[src/rtl/spi_flash_pkg.sv]
// Shared constants and types for the SPI flash emulator command path.
// Opcodes, default ID/status bytes, patch window geometry and the sequencer state set.
package spi_flash_pkg;

    localparam logic [7:0] OP_READ = 8'h03;
    localparam logic [7:0] OP_RDID = 8'h9F;
    localparam logic [7:0] OP_RDSR = 8'h05;

    localparam logic [7:0] DEF_STATUS  = 8'h40;
    localparam logic [7:0] DEF_MANU_ID = 8'hC2;
    localparam logic [7:0] DEF_DEV_ID0 = 8'h20;
    localparam logic [7:0] DEF_DEV_ID1 = 8'h19;

    localparam int PATCH_LEN   = 16;
    localparam int PATCH_IDX_W = $clog2(PATCH_LEN);

    typedef enum logic [2:0] {
        IDLE,
        CMD,
        ADDR,
        DATA,
        RDID,
        RDSR,
        IGNORE
    } state_t;

endpackage

[src/rtl/spi_flash_cmd_ctrl_if.sv]
// Byte-level link between the SPI shift engine (master) and the command sequencer (slave).
interface spi_flash_cmd_ctrl_if;

    logic       spi_cs;
    logic       spi_rx_strobe;
    logic [7:0] spi_rx_data;
    logic       spi_tx_strobe;
    logic [7:0] spi_tx_data;

    modport master (
        output spi_cs,
        output spi_rx_strobe,
        output spi_rx_data,
        input  spi_tx_strobe,
        input  spi_tx_data
    );

    modport slave (
        input  spi_cs,
        input  spi_rx_strobe,
        input  spi_rx_data,
        output spi_tx_strobe,
        output spi_tx_data
    );

endinterface

[src/rtl/spi_flash_patch_window.sv]
// 16-entry byte patch file overlaying the flash image; registered hit flag and data
// are produced one cycle after a fetch request.
module spi_flash_patch_window
    import spi_flash_pkg::*;
#(
    parameter int                ADDR_W       = 24,
    parameter logic [ADDR_W-1:0] PATCH_OFFSET = ADDR_W'(24'h004230)
) (
    input  logic                   clk,
    input  logic                   rst,
    input  logic                   we,
    input  logic [PATCH_IDX_W-1:0] idx,
    input  logic [7:0]             wdata,
    input  logic                   fetch_en,
    input  logic [ADDR_W-1:0]      fetch_addr,
    output logic                   hit,
    output logic [7:0]             data
);

    logic [7:0]           patch_reg [PATCH_LEN];
    logic [PATCH_LEN-1:0] wr_sel;
    logic [ADDR_W-1:0]    rel_addr;

    // Unsigned wrap makes addresses below the window land far above PATCH_LEN.
    assign rel_addr = fetch_addr - PATCH_OFFSET;

    generate
        for (genvar gi = 0; gi < PATCH_LEN; gi++) begin : g_wr_sel
            assign wr_sel[gi] = we && (idx == PATCH_IDX_W'(gi));
        end
    endgenerate

    always_ff @(posedge clk) begin
        if (rst) begin
            for (int i = 0; i < PATCH_LEN; i++) begin
                patch_reg[i] <= 8'h00;
            end
            hit  <= 1'b0;
            data <= 8'h00;
        end else begin
            for (int i = 0; i < PATCH_LEN; i++) begin
                if (wr_sel[i]) begin
                    patch_reg[i] <= wdata;
                end
            end
            // Reads the pre-write contents when a write hits the same entry.
            if (fetch_en) begin
                hit  <= rel_addr < ADDR_W'(PATCH_LEN);
                data <= patch_reg[rel_addr[PATCH_IDX_W-1:0]];
            end
        end
    end

endmodule

[src/rtl/spi_flash_cmd_ctrl.sv]
// SPI flash command sequencer: decodes READ/RDID/RDSR from received bytes and answers
// each strobe two cycles later through a fetch stage and an output mux stage.
module spi_flash_cmd_ctrl
    import spi_flash_pkg::*;
#(
    parameter int                ADDR_W         = 24,
    parameter logic [7:0]        READ_CMD       = OP_READ,
    parameter logic [7:0]        RDID_CMD       = OP_RDID,
    parameter logic [7:0]        RDSR_CMD       = OP_RDSR,
    parameter logic [7:0]        STATUS_REG     = DEF_STATUS,
    parameter logic [7:0]        RDID_MANU_ID   = DEF_MANU_ID,
    parameter logic [7:0]        RDID_DEV_ID0   = DEF_DEV_ID0,
    parameter logic [7:0]        RDID_DEV_ID1   = DEF_DEV_ID1,
    parameter logic [ADDR_W-1:0] PATCH_OFFSET   = ADDR_W'(24'h004230),
    parameter logic [ADDR_W-1:0] TRIGGER_OFFSET = ADDR_W'(24'h04DE70)
) (
    input  logic                   clk,
    input  logic                   rst,
    spi_flash_cmd_ctrl_if.slave    spi,
    output logic [ADDR_W-1:0]      rom_addr,
    input  logic [7:0]             rom_data,
    input  logic                   patch_we,
    input  logic [PATCH_IDX_W-1:0] patch_idx,
    input  logic [7:0]             patch_wdata,
    output logic                   trigger_out,
    output logic                   busy
);

    state_t            state_reg;
    logic [1:0]        byte_cnt_reg;
    logic [ADDR_W-1:0] addr_reg;
    logic              s1_valid_reg;
    logic              s1_from_rom_reg;
    logic [7:0]        s1_const_reg;

    logic              rx_fire;
    logic              fetch_en;
    logic [ADDR_W-1:0] shift_addr;
    logic [ADDR_W-1:0] fetch_addr;
    logic              patch_hit;
    logic [7:0]        patch_data;

    // A strobe coinciding with chip-select release is dropped.
    assign rx_fire    = spi.spi_rx_strobe && !spi.spi_cs;
    assign shift_addr = {addr_reg[ADDR_W-9:0], spi.spi_rx_data};
    assign fetch_en   = rx_fire && ((state_reg == ADDR && byte_cnt_reg == 2'd2) || state_reg == DATA);
    assign fetch_addr = (state_reg == DATA) ? addr_reg : shift_addr;

    spi_flash_patch_window #(
        .ADDR_W       (ADDR_W),
        .PATCH_OFFSET (PATCH_OFFSET)
    ) u_patch (
        .clk        (clk),
        .rst        (rst),
        .we         (patch_we),
        .idx        (patch_idx),
        .wdata      (patch_wdata),
        .fetch_en   (fetch_en),
        .fetch_addr (fetch_addr),
        .hit        (patch_hit),
        .data       (patch_data)
    );

    always_ff @(posedge clk) begin
        if (rst) begin
            state_reg       <= IDLE;
            busy            <= 1'b0;
            byte_cnt_reg    <= 2'd0;
            addr_reg        <= '0;
            rom_addr        <= '0;
            trigger_out     <= 1'b0;
            s1_valid_reg    <= 1'b0;
            s1_from_rom_reg <= 1'b0;
            s1_const_reg    <= 8'hFF;
        end else begin
            trigger_out  <= (state_reg == DATA) && (addr_reg > TRIGGER_OFFSET);
            s1_valid_reg <= 1'b0;
            if (spi.spi_cs) begin
                state_reg    <= IDLE;
                busy         <= 1'b0;
                byte_cnt_reg <= 2'd0;
                addr_reg     <= '0;
            end else begin
                case (state_reg)
                    IDLE: begin
                        state_reg <= CMD;
                        busy      <= 1'b1;
                    end
                    CMD: if (spi.spi_rx_strobe) begin
                        byte_cnt_reg <= 2'd0;
                        if (spi.spi_rx_data == READ_CMD) begin
                            state_reg <= ADDR;
                        end else if (spi.spi_rx_data == RDID_CMD) begin
                            state_reg       <= RDID;
                            s1_valid_reg    <= 1'b1;
                            s1_from_rom_reg <= 1'b0;
                            s1_const_reg    <= RDID_MANU_ID;
                        end else if (spi.spi_rx_data == RDSR_CMD) begin
                            state_reg       <= RDSR;
                            s1_valid_reg    <= 1'b1;
                            s1_from_rom_reg <= 1'b0;
                            s1_const_reg    <= STATUS_REG;
                        end else begin
                            state_reg <= IGNORE;
                        end
                    end
                    ADDR: if (spi.spi_rx_strobe) begin
                        // Last address byte doubles as the first fetch.
                        if (byte_cnt_reg == 2'd2) begin
                            state_reg       <= DATA;
                            addr_reg        <= shift_addr + ADDR_W'(1);
                            rom_addr        <= shift_addr;
                            s1_valid_reg    <= 1'b1;
                            s1_from_rom_reg <= 1'b1;
                        end else begin
                            addr_reg     <= shift_addr;
                            byte_cnt_reg <= byte_cnt_reg + 2'd1;
                        end
                    end
                    DATA: if (spi.spi_rx_strobe) begin
                        addr_reg        <= addr_reg + ADDR_W'(1);
                        rom_addr        <= addr_reg;
                        s1_valid_reg    <= 1'b1;
                        s1_from_rom_reg <= 1'b1;
                    end
                    RDID: if (spi.spi_rx_strobe) begin
                        s1_valid_reg    <= 1'b1;
                        s1_from_rom_reg <= 1'b0;
                        case (byte_cnt_reg)
                            2'd0:    s1_const_reg <= RDID_DEV_ID0;
                            2'd1:    s1_const_reg <= RDID_DEV_ID1;
                            default: s1_const_reg <= 8'hFF;
                        endcase
                        if (byte_cnt_reg != 2'd2) begin
                            byte_cnt_reg <= byte_cnt_reg + 2'd1;
                        end
                    end
                    RDSR: if (spi.spi_rx_strobe) begin
                        s1_valid_reg    <= 1'b1;
                        s1_from_rom_reg <= 1'b0;
                        s1_const_reg    <= STATUS_REG;
                    end
                    default: begin
                    end
                endcase
            end
        end
    end

    // rom_data is sampled one cycle after rom_addr is driven, alongside the patch result.
    always_ff @(posedge clk) begin
        if (rst) begin
            spi.spi_tx_strobe <= 1'b0;
            spi.spi_tx_data   <= 8'hFF;
        end else begin
            spi.spi_tx_strobe <= s1_valid_reg && !spi.spi_cs;
            if (s1_valid_reg && !spi.spi_cs) begin
                if (!s1_from_rom_reg) begin
                    spi.spi_tx_data <= s1_const_reg;
                end else if (patch_hit) begin
                    spi.spi_tx_data <= patch_data;
                end else begin
                    spi.spi_tx_data <= rom_data;
                end
            end
        end
    end

    logic unused_rx_fire;
    assign unused_rx_fire = rx_fire;

endmodule

[src/flat_wrapper.sv]
// flat-port wrapper written by rule: the top's interface ports become plain ports
module spi_flash_cmd_ctrl_flat import spi_flash_pkg::*;
#(
    parameter int                ADDR_W         = 24,
    parameter logic [7:0]        READ_CMD       = OP_READ,
    parameter logic [7:0]        RDID_CMD       = OP_RDID,
    parameter logic [7:0]        RDSR_CMD       = OP_RDSR,
    parameter logic [7:0]        STATUS_REG     = DEF_STATUS,
    parameter logic [7:0]        RDID_MANU_ID   = DEF_MANU_ID,
    parameter logic [7:0]        RDID_DEV_ID0   = DEF_DEV_ID0,
    parameter logic [7:0]        RDID_DEV_ID1   = DEF_DEV_ID1,
    parameter logic [ADDR_W-1:0] PATCH_OFFSET   = ADDR_W'(24'h004230),
    parameter logic [ADDR_W-1:0] TRIGGER_OFFSET = ADDR_W'(24'h04DE70)
)
  (clk, rst, rom_addr, rom_data, patch_we, patch_idx, patch_wdata, trigger_out, busy, spi_spi_cs, spi_spi_rx_strobe, spi_spi_rx_data, spi_spi_tx_strobe, spi_spi_tx_data);
  spi_flash_cmd_ctrl_if spi_i ();
  input  logic clk;
  input  logic rst;
  output logic [ADDR_W-1:0] rom_addr;
  input  logic [7:0] rom_data;
  input  logic patch_we;
  input  logic [PATCH_IDX_W-1:0] patch_idx;
  input  logic [7:0] patch_wdata;
  output logic trigger_out;
  output logic busy;
  input wire logic [$bits(spi_i.spi_cs)-1:0] spi_spi_cs;
  input wire logic [$bits(spi_i.spi_rx_strobe)-1:0] spi_spi_rx_strobe;
  input wire logic [$bits(spi_i.spi_rx_data)-1:0] spi_spi_rx_data;
  output wire logic [$bits(spi_i.spi_tx_strobe)-1:0] spi_spi_tx_strobe;
  output wire logic [$bits(spi_i.spi_tx_data)-1:0] spi_spi_tx_data;
  assign spi_i.spi_cs = spi_spi_cs;
  assign spi_i.spi_rx_strobe = spi_spi_rx_strobe;
  assign spi_i.spi_rx_data = spi_spi_rx_data;
  assign spi_spi_tx_strobe = spi_i.spi_tx_strobe;
  assign spi_spi_tx_data = spi_i.spi_tx_data;
  spi_flash_cmd_ctrl #(.ADDR_W(ADDR_W), .READ_CMD(READ_CMD), .RDID_CMD(RDID_CMD), .RDSR_CMD(RDSR_CMD), .STATUS_REG(STATUS_REG), .RDID_MANU_ID(RDID_MANU_ID), .RDID_DEV_ID0(RDID_DEV_ID0), .RDID_DEV_ID1(RDID_DEV_ID1), .PATCH_OFFSET(PATCH_OFFSET), .TRIGGER_OFFSET(TRIGGER_OFFSET)) u_core (.clk(clk), .rst(rst), .spi(spi_i), .rom_addr(rom_addr), .rom_data(rom_data), .patch_we(patch_we), .patch_idx(patch_idx), .patch_wdata(patch_wdata), .trigger_out(trigger_out), .busy(busy));
endmodule
[config.mk]
export PLATFORM = sky130hd
export DESIGN_NAME = spi_flash_cmd_ctrl_flat
export DESIGN_NICKNAME = d
export VERILOG_FILES = /design/src/rtl/spi_flash_pkg.sv /design/src/rtl/spi_flash_cmd_ctrl_if.sv /design/src/rtl/spi_flash_patch_window.sv /design/src/rtl/spi_flash_cmd_ctrl.sv /design/src/flat_wrapper.sv
export SDC_FILE = /design/constraint.sdc
export NUM_CORES = 1
export LEC_CHECK = 0
export CORE_MARGIN = 1
export CORE_UTILIZATION = 60
export DETAILED_ROUTE_END_ITERATION = 16
export PLACE_DENSITY = 0.8
export SYNTH_ARGS = -nofsm -noshare
export SYNTH_HDL_FRONTEND = slang
export SYNTH_SLANG_ARGS = --single-unit
[constraint.sdc]
create_clock -name clk -period 2.3 [get_ports clk]
set_clock_uncertainty 0.1 [all_clocks]
set_input_delay 0.23 -clock clk [delete_from_list [all_inputs] [get_ports clk]]
set_output_delay 0.23 -clock clk [all_outputs]
set_load 0.05 [all_outputs]
After elaboration in Yosys (flattened, before gate mapping)
Memories as Yosys holds them, arrays and structs flattened. A register that Yosys moved wholly into a read port is not among the register bits. Index checks and enable logic that the tools add are counted.

Flip-flop bits (word level): 75. Memory bits (writable): 128. Input bits: 33. Output and inout bits: 35. Logic and storage cells: 228. Memories: 1.

Add/sub/neg operators: 4. $lt $le $gt $ge: 2. Equal/unequal tests: 37. Mux-type cells: 115. Bitwise logic cells: 17. Reduce and logical (&&, ||, !) cells: 40.

Memories: u_core.u_patch.patch_reg (depth 16, width 8, rd ports 1, clocked after memory_dff 1, write ports 16, line spi_flash_patch_window.sv:20) `logic [7:0] patch_reg [PATCH_LEN];`.

Operator list (count): $mux 8 (24); $mux 24 (7); $pmux 24 s2 (2); $mux 1 (65); $add 24x1->24 const B (2); $eq 4x4->1 const B (8); $gt 24x19->1 const B (1); $lt 24x5->1 const B (1); $pmux 8 s3 (1); $sub 24x15->24 const B (1); $logic_and 1x1->1 (21); $ne 2x2->1 const B (9); $eq 4x3->1 const B (4); $or 1x1->1 (16); $pmux 8 s2 (1); $mux 3 (5); $mux 2 (6); $pmux 3 s3 (1); $reduce_and 9->1 (1); $reduce_bool 3->1 (3); $eq 4x2->1 const B (2); $eq 8x2->1 const B (1); $eq 8x3->1 const B (1); $eq 8x8->1 const B (1); other kinds (27) (31).

Depth between registers and ports, before layout
Gate-level depths: netlist (run 1).

Word-level depth: 6. Depth in mapped cells: 9. Gate-level depth less buffers: 8.

Modules after synthesis
Synthesis (run 1) repeated with hierarchy kept, for this count alone.

Cells, all modules: 1000. Area, all modules: 10397.5 sq um.

Modules (own cells, without submodules): spi_flash_patch_window (instances 1, cells each 400, area an instance 6004.5 sq um, seq. area each 4023.9 sq um); spi_flash_cmd_ctrl (instances 1, cells each 600, area an instance 4393.0 sq um, seq. area each 1421.4 sq um).

Least setup slack after synthesis (run 1)
Ideal clock, no wire load.

Path type: reg2reg. From: register u_core.addr_reg[0]. To: register u_core.addr_reg[19]. Library setup time: 0.117 ns. Arrival time: 1.785 ns. Data required time: 2.083 ns. Setup slack: 0.298 ns. Cell stages (with the launch flop): 8. Path buffers: 1. Clock period less this slack: 2.002 ns. Cells stage by stage: dfxtp_1 > inv_2 > or4_4 > buf_6 > nor3_2 > xnor2_1 > o22ai_1 > a32o_1.

Cells in the longest elaborated chain, start to end: 4. Elaborated cells on any way between the ends: 6. Classes of those cells: 2 x add/sub; 4 x mux.

RTL lines: start: declaration (line spi_flash_cmd_ctrl.sv:31) `logic [ADDR_W-1:0] addr_reg;`; start signal: assignment (line spi_flash_cmd_ctrl.sv:111) `addr_reg <= shift_addr + ADDR_W'(1);`; start signal: assignment (line spi_flash_cmd_ctrl.sv:116) `addr_reg <= shift_addr;`; start signal: assignment (line spi_flash_cmd_ctrl.sv:121) `addr_reg <= addr_reg + ADDR_W'(1);`; $add 24x1->24 (line spi_flash_cmd_ctrl.sv:111); $mux 24 (line spi_flash_cmd_ctrl.sv:109) `if (byte_cnt_reg == 2'd2) begin`; $mux 24 (line spi_flash_cmd_ctrl.sv:107) `ADDR: if (spi.spi_rx_strobe) begin`; $pmux 24 s2 (*) (line spi_flash_cmd_ctrl.sv:84) `case (state_reg)`.

Every way passes the cells marked *; elsewhere a longest branch is shown, timed or not. The select of a mux whose other input is x is not followed. A chain may end at the register's enable or synchronous reset.

Worst setup path in the final report (run 1)
From: register u_core.state_reg[2]. To: register u_core.u_patch.data[1], read port of u_core.u_patch.patch_reg.

Cells in the longest elaborated chain, start to end: 4. Elaborated cells on any way between the ends: 7. Classes of those cells: 1 x add/sub; 2 x eq/ne; 1 x mux; 3 x reduce/logical.

RTL lines: start: declaration (line spi_flash_cmd_ctrl.sv:29) `state_t state_reg;`; start signal: assignment (line spi_flash_cmd_ctrl.sv:66) `state_reg <= IDLE;`; start signal: assignment (line spi_flash_cmd_ctrl.sv:79) `state_reg <= IDLE;`; start signal: assignment (line spi_flash_cmd_ctrl.sv:86) `state_reg <= CMD;`; branches (longest 4 deep; another with $sub 24x15->24); end: declaration (line spi_flash_patch_window.sv:17) `output logic [7:0] data`.

Parallel ways; which one is timed is not known.

==> results.tsv, run 1 <==
metric	value	unit
synth-to-layout area growth	21.6	%
wire length of the first global-routing pass	44800	µm
largest cells by area after synthesis	edfxtp_1, dfxtp_1, mux2i_1, nor2_1, nand2_1	
register-to-register setup slack	0.06	ns
initial cell density of the core	62.1	%
DPL Wire Length	20300	µm
GRT Resource Usage Total	32.5	%
most frequent cell after synthesis	nor2_1	
worst endpoint data arrival time	2.59	ns
transition time at the pin with the least slew margin	0.899	ns
number of global-route vias before repair	8309	
Yosys cell types	66	
Filler cells	1195	
Mapped Avg Cell Area	9.85	µm²
critical path class	reg2reg	
cell taking the most area after synthesis	edfxtp_1	
total clock sinks	208	
Post-Synthesis Net Count	1096	
wire length after detailed routing	28800	µm
post-layout power	8.34	mW
clock buffer count from CTS	22	
run status	finished clean	
Worst-path clk slew	0.06	ns
total count of max-transition violations in the final report	0	
Final Hold Viols	0	
capturing point of the worst reg2reg path	u_core.u_patch.data[1]	
worst slack on hold paths	0.189	ns
Worst EP required	2.65	ns
maximum count of clock buffers along a single path	3	
CTS Root Cell	clkbuf_16	
DRC violation count after routing	0	
number of max-cap violations	0	
synthesized instance count	1056	
DIE AREA	0.0179	mm²
global route overflow	0	
number of I/O port buffers	67	
maximum VDD drop	0.612	mV
LEAKAGE	4.75	nW
number of top-level pins	68	
Max transition margin	39.9	%
worst min-delay path category	in2reg	
H-tree levels	1	
post-detailed-route count of antenna-violating nets	0	
fin crit share	97.4	%
# setup viols final	0	
number of search-and-repair iterations in the first detailed-routing pass	6	
areal power density over the cells	659	mW/mm²
number of buffers inserted by hold repair at cts	0	
kind of launch point of the worst setup path	flip-flop	
reg2reg start	u_core.state_reg[2]	
share of cells above drive strength 1	14.9	%
proportion of synthesized flip-flops having asynchronous set or reset	0	%
upper clock frequency limit	446	MHz
commonest register cell after synthesis	edfxtp_1	
cell area after placement	0.0119	mm²
sequential area share after synthesis	52.3	%
most frequent cells after synthesis	nor2_1, edfxtp_1, nand2_1	
vias per cell	6.23	
initial detailed-routing violation count	828	
Post-synth EDFFs	128	
DIE HEIGHT	134	µm
critical hold path startpoint	rst	
routed wire length per instance	20.4	µm
number of flip-flops under the largest register name	128	
largest net degree at the start of global routing	47	
total core area	0.0168	mm²
clock period minus worst slack	2.24	ns
Cell Rows	47	
Endpoint, Worst Hold	u_core.rom_addr[1]	
Crit Path Max Fanout	9	
antenna diode instance count	0	
fraction of post-synthesis cell area in the top cell type by area	36.9	%
CTS tree	yes	
depth of the most critical reg-to-reg path	7	
Hold Crit Depth	2	
Horiz. Die Dim	134	µm
Post-layout nets	1219	
total of warnings raised by yosys	0	
number of antenna violations at the first check in global routing	0	
latest clock arrival within the worst-skew pair	0.52	ns
routed vias	8799	
Netlist Area Pre-Place	0.0104	mm²
RePlAce Congestion	0.979	
cell area after layout	0.0127	mm²
Seq cells post-synth	208	
sort of element at the end of the critical path	flip-flop	
metal layers:
| layer | part of all wire (%) | track usage [%] | vias to the layer above |
|---|---|---|---|
| met2 | 50 | 57.6 | 445 |
| met4 | 5.0 | 15.8 | 0 |
| met3 | 6.2 | 3.61 | 101 |
| met5 | 0 | 0 | - |
| li1 | - | - | 4071 |
| met1 | 38 | 39.6 | 4182 |
final cells by class:
cell class / count / area (µm²) / share of cell area [%]
clock buffers: 27 / 569 / 4.50
clock inverters: 11 / 124 / 0.979
inverters: 18 / 67.6 / 0.534
multi-input cells: 738 / 4520 / 35.7
flip-flops and latches: 208 / 5450 / 43.0
well taps: 220 / 275 / 2.17
repair buffers: 191 / 1660 / 13.1
metrics by stage:
step | utilization (%) | TNS (ns) | setup WS, ns | cells
after global placement | 71.3 | -0.163 | -0.0751 | 1374
after global routing | 75.5 | -0.0232 | -0.0210 | 1413
final | 75.5 | 0 | 0.0602 | 1413
after detailed placement | 71.3 | -0.469 | -0.110 | 1374
after floorplan | - | 0 | 0.298 | 1056
after CTS | 75.4 | 0 | 0.0163 | 1412
layout by cell type, fill, tap and decap left out, types with 6 or more instances in the layout:
cell               n
inv_1             16
edfxtp_1         128
a311oi_1          16
o21ai_1            7
nand3_1           20
nand4_1           19
mux2i_1           84
nand2b_1          22
nor3_1            22
or3_1              6
xnor2_1            8
ha_1               7
clkbuf_16         22
o211ai_1           8
xor2_1            12
a21oi_1           47
clkdlybuf4s50_1   66
nor2b_1            6
o211a_1            6
buf_4            119
a211oi_1          17
a32oi_1           22
and3_1             6
dfxtp_1           80
o21ai_0           48
nand2_1          123
nor2_1           150
cell families after synthesis:
logic type / share of synthesized area [%]
DFF: 52.3
muxes: 8.60
adders and majority gates: 0.842
AOI/OAI and AO/OA: 13.6
and+or+nand+nor: 18.3
xor gates and xnor gates: 1.68
buffers and inverters: 4.59
critical path: stages, from the launching register on:
cell	delay, ns
dfxtp_1	0.31
nand3b_1	0.25
buf_4	0.21
mux2i_4	0.32
buf_4	0.29
mux2i_1	0.42
mux2i_1	0.14
o21ai_1	0.14
where the power goes:
part	internal (mW)	leakage, nW	total (mW)	switching, mW
sequential	4.13	1.88	4.19	0.0584
clock	1.99	0.332	3.44	1.45
combinational	0.278	2.54	0.706	0.428
total	6.40	4.75	8.34	1.94
worst max path at each step:
stage / startpoint / to / slack [ns] / cells after the start
2_1_floorplan: u_core.addr_reg[0] / u_core.addr_reg[19] / 0.30 / 7
3_3_place_gp: spi_spi_rx_data[6] / u_core.u_patch.hit / -0.08 / 8
3_5_place_dp: spi_spi_rx_data[6] / u_core.u_patch.hit / -0.11 / 8
4_1_cts: u_core.state_reg[2] / u_core.u_patch.data[5] / 0.02 / 8
5_1_grt: u_core.state_reg[2] / u_core.u_patch.data[2] / -0.02 / 7
6_report: u_core.state_reg[2] / u_core.u_patch.data[1] / 0.06 / 7
what timing repair did:
item / 4_1_cts / 5_1_grt
setup buffers: 0 / 1
endpoints found under the hold margin: 0 / 0
resized for setup: 1 / 2
endpoints found under the setup margin: 3 / 10
Power figures use the tool's default switching activity.
==> run 2, diff against run 1 <==
DONT_BUFFER_PORTS = 1   (was default)
PLACE_DENSITY = 0.75   (was 0.8)
==> run 2 against run 1 <==
Sequential power about the same. Global-route usage down 2.0 points. Critical path type unchanged. Cell count down 8.0%. Core utilization down 5.8 points. Die area unchanged. Highest routed layer unchanged. Via count down 4.8%. First-iteration DRC count up 20%. Clock power up 2%.
==> results.tsv, run 2 (same netlist as run 1, synthesis figures left out) <==
metric	value	unit	change
commonest cells after routing, fill and taps aside	nor2_1, edfxtp_1, nand2_1		unchanged
DRC violation count after routing	0		unchanged
post-layout power	8.26	mW	was 8.34 mW
CTS Root Cell	clkbuf_16		unchanged
Cell Rows	47		unchanged
RePlAce Congestion	0.889		was 0.979
wire length of the first global-routing pass	42300	µm	was 44800 µm
post-detailed-route count of antenna-violating nets	0		unchanged
transition time at the pin with the least slew margin	0.684	ns	was 0.899 ns
kind of launch point of the worst setup path	flip-flop		unchanged
largest net degree at the start of global routing	45		was 47
maximum count of clock buffers along a single path	3		unchanged
LEAKAGE	4.29	nW	was 4.75 nW
critical path class	reg2reg		unchanged
vias per cell	6.45		was 6.23
run status	finished clean		unchanged
Max transition margin	53.9	%	was 39.9%
sort of element at the end of the critical path	flip-flop		unchanged
Crit Path Max Fanout	13		was 9
routed vias	8379		was 8799
total clock sinks	208		unchanged
initial cell density of the core	62.1	%	unchanged
Horiz. Die Dim	134	µm	unchanged
wire length after detailed routing	27100	µm	was 28800 µm
total core area	0.0168	mm²	unchanged
CTS tree	yes		unchanged
Final Hold Viols	0		unchanged
global route overflow	0		unchanged
# setup viols final	0		unchanged
number of global-route vias before repair	7639		was 8309
DPL Wire Length	18100	µm	was 20300 µm
number of antenna violations at the first check in global routing	0		unchanged
setup ws final	0.110	ns	was 0.0602 ns
Post-layout nets	1104		was 1219
latest clock arrival within the worst-skew pair	0.51	ns	was 0.52 ns
Setup TNS Final	0	ns	unchanged
worst endpoint data arrival time	2.52	ns	was 2.59 ns
setup repair after global routing missed its margin	no		
total count of max-transition violations in the final report	0		unchanged
Worst EP required	2.63	ns	was 2.65 ns
DIE HEIGHT	134	µm	unchanged
worst min-delay path category	in2reg		unchanged
maximum VDD drop	0.632	mV	was 0.612 mV
number of search-and-repair iterations in the first detailed-routing pass	5		was 6
initial detailed-routing violation count	996		was 828
DIE AREA	0.0179	mm²	unchanged
most common cell after layout, fill and taps aside	nor2_1		unchanged
cell area after layout	0.0117	mm²	was 0.0127 mm²
number of I/O port buffers	0		was 67
cell area after placement	0.0108	mm²	was 0.0119 mm²
fin crit share	95.2	%	was 97.4%
upper clock frequency limit	457	MHz	was 446 MHz
clock period minus worst slack	2.19	ns	was 2.24 ns
number of top-level pins	68		unchanged
H-tree levels	1		unchanged
areal power density over the cells	707	mW/mm²	was 659 mW/mm²
synth-to-layout area growth	12.3	%	was 21.6%
share of cells above drive strength 1	11.3	%	was 14.9%
clock buffer count from CTS	22		unchanged
Worst-path clk slew	0.06	ns	about the same
core occupancy in the finished layout	69.7	%	was 75.5%
number of max-cap violations	0		unchanged
routed wire length per instance	20.8	µm	was 20.4 µm
antenna diode instance count	0		unchanged
GRT Resource Usage Total	30.6	%	was 32.5%
pre-CTS setup slack	0.0807	ns	was -0.110 ns
register-to-register setup slack	0.11	ns	was 0.06 ns
Filler cells	1237		was 1195
number of flip-flops under the largest register name	128		unchanged
==> run 2: worst paths after layout <==
kind,start,endpoint,cells after the start
worst max-delay path,u_core.addr_reg[5],u_core.addr_reg[17],6
worst min-delay path,spi_spi_rx_data[2],u_core.state_reg[1],4
worst max register to register,u_core.addr_reg[5],u_core.addr_reg[17],6
worst min register to register,u_core.s1_valid_reg,u_core.spi.spi_tx_strobe,1
==> run 2: final cells by class <==
| type | instances | area [µm²] | share of cell area, % |
|---|---|---|---|
| Clock buffer | 31 | 637 | 5.45 |
| Sequential cell | 208 | 5450 | 46.6 |
| Multi-Input combinational cell | 738 | 4520 | 38.7 |
| Timing Repair Buffer | 76 | 651 | 5.57 |
| Clock inverter | 9 | 82.6 | 0.707 |
| Tap cell | 220 | 275 | 2.36 |
| Inverter | 18 | 67.6 | 0.578 |
==> run 2: metrics by stage <==
stage / hold slack (ns) / instances
global route: 0.0290 / 1300
global placement: 0.211 / 1245
CTS: 0.00712 / 1298
finish: 0.0221 / 1300
detailed placement: 0.214 / 1245
floorplan: 0.293 / 1056
==> run 2: what timing repair did <==
action / CTS / global route
endpoints found under the setup margin: 0 / 17
setup buffers: 0 / 2
resized for setup: 0 / 4
hold buffers: 13 / 0
hold endpoints to repair: 53 / 0
==> run 2: critical path, cell delays in order, from the launching register on <==
cell	delay, ns
dfxtp_1	0.47
nand4_1	0.20
or4_4	0.58
or2_1	0.27
o31ai_1	0.21
o211ai_1	0.13
a21oi_1	0.15
==> run 2: per-layer routing <==
layer | wire length, µm | track usage, %
met5 | 0 | 0
met4 | 763 | 10.7
met3 | 2640 | 4.91
met2 | 12000 | 45.1
met1 | 11700 | 45.7
==> run 2: report_power, final <==
group	leakage [nW]	switching [mW]	total (mW)	internal [mW]
clock	0.352	1.45	3.51	2.05
combinational	2.06	0.360	0.555	0.195
sequential	1.88	0.0671	4.20	4.13
